### config.mk
export PLATFORM = sky130hd
export DESIGN_NAME = eth_ingress_buf
export DESIGN_NICKNAME = d
export VERILOG_FILES = /design/src/rtl/eth_pkg.sv /design/src/rtl/eth_dp_ram.sv /design/src/rtl/eth_ingress_buf.sv
export SDC_FILE = /design/constraint.sdc
export NUM_CORES = 2
export LEC_CHECK = 0
export BUFFER_PORTS_ARGS = -buffer_cell sky130_fd_sc_hd__buf_2
export CORE_MARGIN = 8
export CORE_UTILIZATION = 45
export CTS_BUF_LIST = sky130_fd_sc_hd__clkbuf_4 sky130_fd_sc_hd__clkbuf_8
export DETAILED_ROUTE_END_ITERATION = 6
export HOLD_SLACK_MARGIN = 0.12
export SKIP_CTS_REPAIR_TIMING = 1
export SLEW_MARGIN = 0
export SYNTH_ARGS = -nofsm -noshare
export SYNTH_HDL_FRONTEND = slang
export SYNTH_SLANG_ARGS = --single-unit
### constraint.sdc
create_clock -name clk -period 6.1 [get_ports clk]
set_input_delay 1.22 -clock clk [delete_from_list [all_inputs] [get_ports clk]]
set_output_delay 1.22 -clock clk [all_outputs]
set_load 0.005 [all_outputs]
### src/rtl/eth_pkg.sv
// Shared types for the ingress packet buffer.
package eth_pkg;

  localparam int ETH_DW = 32;

  typedef struct packed {
    logic              sop;
    logic              eop;
    logic [ETH_DW-1:0] data;
  } eth_word_t;

  typedef enum logic [1:0] {
    W_IDLE,
    W_RECV,
    W_DROP
  } wr_state_t;

  typedef enum logic {
    R_IDLE,
    R_SEND
  } rd_state_t;

endpackage

### src/rtl/eth_dp_ram.sv
// Simple dual-port packet word store: one write port, one combinational read port.
module eth_dp_ram
  import eth_pkg::*;
#(
  parameter int DEPTH = 64,
  localparam int AW   = $clog2(DEPTH)
) (
  input  logic          clk,
  input  logic          i_we,
  input  logic [AW-1:0] i_waddr,
  input  eth_word_t     i_wdata,
  input  logic [AW-1:0] i_raddr,
  output eth_word_t     o_rdata
);

  eth_word_t r_mem [DEPTH];

  // Write port; contents need no reset since pointers define what is valid.
  always_ff @(posedge clk) begin
    if (i_we) begin
      r_mem[i_waddr] <= i_wdata;
    end
  end

  assign o_rdata = r_mem[i_raddr];

endmodule

### src/rtl/eth_ingress_buf.sv
// Store-and-forward ingress buffer: keeps only complete packets and releases
// them whole, honouring the switch stall only at packet boundaries.
module eth_ingress_buf
  import eth_pkg::*;
#(
  parameter int DEPTH = 64
) (
  input  logic                    clk,
  input  logic                    resetN,
  input  logic [ETH_DW-1:0]       inData,
  input  logic                    inSop,
  input  logic                    inEop,
  output logic [ETH_DW-1:0]       outData,
  output logic                    outSop,
  output logic                    outEop,
  input  logic                    outStall,
  output logic [$clog2(DEPTH):0]  bufLevel,
  output logic [15:0]             dropCount
);

  localparam int AW = $clog2(DEPTH);
  localparam int PW = AW + 1;

  wr_state_t         r_wstate, w_wstateNxt;
  rd_state_t         r_rstate, w_rstateNxt;

  logic [PW-1:0]     r_wrPtr, r_commitPtr, r_rdPtr, r_pktCount;
  logic [PW-1:0]     w_wrPtrNxt, w_commitPtrNxt, w_base;
  logic              w_we, w_commit, w_rd, w_pktDec, w_canStart;
  logic [1:0]        w_dropInc;
  logic [16:0]       w_dropSum;
  logic [15:0]       r_dropCount;
  logic [ETH_DW-1:0] r_outData;
  logic              r_outSop, r_outEop;
  eth_word_t         w_wword, w_rword;

  eth_dp_ram #(.DEPTH(DEPTH)) u_ram (
    .clk     (clk),
    .i_we    (w_we),
    .i_waddr (w_base[AW-1:0]),
    .i_wdata (w_wword),
    .i_raddr (r_rdPtr[AW-1:0]),
    .o_rdata (w_rword)
  );

  // Write side: a sop always restarts at commitPtr, which both discards an
  // unfinished packet and makes overflow rollback a single pointer copy.
  always_comb begin
    w_wstateNxt    = r_wstate;
    w_wrPtrNxt     = r_wrPtr;
    w_commitPtrNxt = r_commitPtr;
    w_we           = 1'b0;
    w_commit       = 1'b0;
    w_dropInc      = '0;
    w_base         = inSop ? r_commitPtr : r_wrPtr;
    w_wword        = '{sop: inSop, eop: inEop, data: inData};
    if (inSop && (r_wstate == W_RECV)) begin
      w_dropInc = 2'd1;
    end
    if (inSop || (r_wstate == W_RECV)) begin
      if ((w_base - r_rdPtr) == PW'(DEPTH)) begin
        w_dropInc   = w_dropInc + 2'd1;
        w_wrPtrNxt  = r_commitPtr;
        w_wstateNxt = inEop ? W_IDLE : W_DROP;
      end else begin
        w_we       = 1'b1;
        w_wrPtrNxt = w_base + PW'(1);
        if (inEop) begin
          w_commit       = 1'b1;
          w_commitPtrNxt = w_base + PW'(1);
          w_wstateNxt    = W_IDLE;
        end else begin
          w_wstateNxt = W_RECV;
        end
      end
    end else if ((r_wstate == W_DROP) && inEop) begin
      w_wstateNxt = W_IDLE;
    end
  end

  // Read side: a new packet starts only when one is committed and no stall;
  // once started, words stream out every cycle until the eop word.
  always_comb begin
    w_rstateNxt = r_rstate;
    w_rd        = 1'b0;
    w_canStart  = (r_pktCount != '0) && !outStall;
    case (r_rstate)
      R_IDLE: begin
        if (w_canStart) begin
          w_rd        = 1'b1;
          w_rstateNxt = R_SEND;
        end
      end
      R_SEND: begin
        if (!r_outEop || w_canStart) begin
          w_rd = 1'b1;
        end else begin
          w_rstateNxt = R_IDLE;
        end
      end
      default: w_rstateNxt = R_IDLE;
    endcase
    w_pktDec = w_rd && w_rword.eop;
  end

  assign w_dropSum = {1'b0, r_dropCount} + 17'(w_dropInc);

  // Write-side state, pointers and saturating drop counter.
  always_ff @(posedge clk or negedge resetN) begin
    if (!resetN) begin
      r_wstate    <= W_IDLE;
      r_wrPtr     <= '0;
      r_commitPtr <= '0;
      r_dropCount <= '0;
    end else begin
      r_wstate    <= w_wstateNxt;
      r_wrPtr     <= w_wrPtrNxt;
      r_commitPtr <= w_commitPtrNxt;
      r_dropCount <= w_dropSum[16] ? 16'hFFFF : w_dropSum[15:0];
    end
  end

  // Read-side state, read pointer and committed-packet count.
  always_ff @(posedge clk or negedge resetN) begin
    if (!resetN) begin
      r_rstate   <= R_IDLE;
      r_rdPtr    <= '0;
      r_pktCount <= '0;
    end else begin
      r_rstate   <= w_rstateNxt;
      r_rdPtr    <= w_rd ? r_rdPtr + PW'(1) : r_rdPtr;
      r_pktCount <= r_pktCount + PW'(w_commit) - PW'(w_pktDec);
    end
  end

  // Registered output word; zero whenever nothing is being sent.
  always_ff @(posedge clk or negedge resetN) begin
    if (!resetN) begin
      r_outData <= '0;
      r_outSop  <= 1'b0;
      r_outEop  <= 1'b0;
    end else if (w_rd) begin
      r_outData <= w_rword.data;
      r_outSop  <= w_rword.sop;
      r_outEop  <= w_rword.eop;
    end else begin
      r_outData <= '0;
      r_outSop  <= 1'b0;
      r_outEop  <= 1'b0;
    end
  end

  assign outData   = r_outData;
  assign outSop    = r_outSop;
  assign outEop    = r_outEop;
  assign bufLevel  = r_wrPtr - r_rdPtr;
  assign dropCount = r_dropCount;

endmodule

==> impl_results.md <==
- Status: complete, no violations
- Largest net degree at the start of global routing: about 100
- RR Endpoint: dropCount[0]
- R2r startpoint: r_wrPtr[3]
- Gate Count Post-Synth: 3683
- Clock slew at reported path FFs: 0.06 ns
- Fill cells: around 15k
- Main synth FF type: edfxtp_1
- CP endpoint kind: output port
- Clk sinks: between 2k and 2.5k
- Pre-CTS setup slack: 0.226 ns
- Post-DRT Antenna Nets: 0
- Max Slew Vio Count: 0
- Drc violations: 0
- Maximum clock insertion buffer count: 4
- Internal power: ~31 mW
- Worst setup margin: between 1 and 1.5 ns
- Post-Synth Simple-Gate Area: under 10%
- Slew HR: a little over an eighth
- Tot GR Track Use: 20.7%
- WP data required: about 4.9 ns
- RD Place Congestion: about 0.85
- Syn nets: 3750
- Multiplexer area fraction after synthesis: between 10% and 20%
- Post-synth EDFFs: around 2.2k
- Sw Share: about 31%
- Yosys reg bits: ~2.3k
- Port buffer count: between 90 and 100
- Worst stage delay on the critical path: between 0.8 and 0.9 ns
- R2r setup slk: approximately 1.2 ns
- Clock Latency Late Sink: between 1 and 1.5 ns
- Final nets: 4206
- Commonest cells after routing, fill and taps aside: edfxtp_1, mux4_2, clkbuf_8
- Via count of the first global-routing pass: 42.2k
- Post-synth ARST share: about 3.6%
- Final WL: approximately 210 mm
- Die area: 207000 um^2
- Largest family of logic cells by synthesized area: multiplexers
- Switching power: ~14 mW
- Maximum operating frequency: about 200 MHz
- HP Class: input port to async pin
- Tcrit/Tclk final: approximately 83%
- Max-cap violations: 0
- DR iter-0 viols: 4145
- Final setup vio count: 0
- Mapped Area: between 80000 and 90000 um^2
- CTS Root Cell: clkbuf_8
- CTS tree: built
- Initial Util: around 45%
- RSZ-0062 raised after global routing: false
- Worst slew pin tran: 1.30 ns
- # IOs: 94
- DR pass1 iterations: 5
- Clk pwr share: 28.9%
- Most common cell after layout, fill and taps aside: edfxtp_1
- CP Class: register to output port
- Fin util: 51.5%
- Total power per unit cell area: about 450 nW/um^2
- Worst Path Max Fanout: 34
- Synthesis Warnings: 0
- XOR/XNOR Fraction of Synth Area: less than 1%
- Worst Path Arrival: 3.85 ns
- Layout Skew: approximately 0.074 ns
- Area delta synth->final: 14.0%
- Worst vdd ir: ~0.3 mV
- Hold WS: between 0.15 and 0.2 ns
- Reg2reg path depth: 20
- Syn Area/Cell: between 20 and 25 um^2
- Compound-gate portion of the synthesized area: less than 1%
- Die H: between 400 and 500 um
- TNS Setup: 0 ns
- Final Hold Viols: 0
- Depth of the CTS H-tree: 5
- Initial antenna violation count: 19
- Synth Area in Adders: less than 1%
- CTS Buf Count: 381
- Logic pwr share: between 30% and 40%
- Crit-path cells: buf_4 > ha_1 > fa_1 > nor2b_1 > o21ai_0 > nand2b_1 > a21o_1 > a21oi_1 > xnor2_1 > buf_2
- Static Leak: approximately 32 nW
- Vias per std cell: 5.87
- Cell Rows: approximately 160
- Sequential area share after synthesis: 77.7%
- First-pass GRT wire length: ~310 mm
- Slowest cell on the critical path: dfrtp_4
- Vias: between 40k and 50k
- Startpoint Class: register
- Share of cells above drive strength 1: ~36%
- Grt total ovfl: 0
- CP bufs+invs: 2
- Synth cell types: between 50 and 60
- DR WL/cell: between 30 and 40 um
- Core area: about 190000 um^2
- CP delay by family, top: flip-flops
- Detailed Place HPWL: about 120 mm
- Die X: ~460 um
- Overall power: ~45 mW
- Sequential Power Share: 41.0%
- Post-layout min period: 5.07 ns
[Yosys cell counts, types with 22 or more instances]
master	instances	share of area, %
ha_1	27	0.39
and3_1	22	0.16
buf_2	72	0.42
o22ai_1	37	0.27
nand2_1	122	0.53
clkbuf_1	91	0.39
inv_1	31	0.13
nor2_1	78	0.34
edfxtp_1	2176	75
mux4_2	661	17
dfrtp_1	81	2.3
xnor2_1	27	0.27
a21oi_1	33	0.19
mux2i_1	55	0.63
[worst max path at each step]
stage,from,endpoint,slack [ns],cells after the start
2_1_floorplan,inSop,dropCount[10],0.48,23
3_3_place_gp,inSop,dropCount[0],0.26,20
3_5_place_dp,inSop,dropCount[13],0.23,20
4_1_cts,r_rdPtr[0],bufLevel[6],0.85,10
5_1_grt,r_rdPtr[0],bufLevel[6],0.75,10
6_report,r_rdPtr[0],bufLevel[6],1.03,10
[flip-flops by register name, indices dropped and copies added, names as in the netlist]
| name | cells |
|---|---|
| r_rstate | 1 |
| r_rdPtr | 7 |
| r_commitPtr | 7 |
| dropCount | 16 |
| r_wstate | 2 |
| u_ram.r_mem | 2176 |
| outEop | 1 |
| r_wrPtr | 7 |
| r_pktCount | 7 |
| outData | 32 |
| outSop | 1 |
[per-stage QoR]
stage,instances,area (um^2)
global route,6954,98900
global placement,6282,91600
detailed placement,6282,91600
floorplan,3683,86700
finish,6956,98900
CTS,6946,98900
[kinds of logic (layout without fill, tap and decap cells)]
family / after synthesis / after routing
fa+ha+maj: 30 / 30
mux: 725 / 725
buf+inv: 226 / 963
simple gates: 281 / 281
compound gates: 124 / 124
xor+xnor: 40 / 40
other cells: 0 / 10
flops: 2257 / 2257
[power by group through the flow]
stage / Clock [mW] / Combinational, mW / Sequential [mW]
finish: 12.9 / 13.5 / 18.4
floorplan: 0 / 8.87 / 18.5
global placement: 0 / 13.6 / 18.7
CTS: 13.2 / 13.7 / 18.4
global route: 13.9 / 14.2 / 18.4
detailed placement: 0 / 13.6 / 18.7
[cell type report]
| type | count | area [um^2] | area share (%) |
|---|---|---|---|
| diodes | 10 | 25.0 | 0.0253 |
| clock buffers | 520 | 6390 | 6.47 |
| clock inverters | 144 | 827 | 0.836 |
| inverters | 34 | 140 | 0.142 |
| multi-input cells | 1200 | 18900 | 19.1 |
| flip-flops and latches | 2257 | 67400 | 68.1 |
| well taps | 2526 | 3160 | 3.20 |
| repair buffers | 265 | 2110 | 2.13 |
[per-layer routing]
layer	GRT usage (%)	vias to the layer above	wire length (um)
met3	4.14	332	14300
met1	29.4	22300	90600
met4	6.45	2	6010
li1	-	16700	-
met5	0	-	13
met2	32.8	1586	104000
No activity file was read; power rests on OpenSTA's default activity.
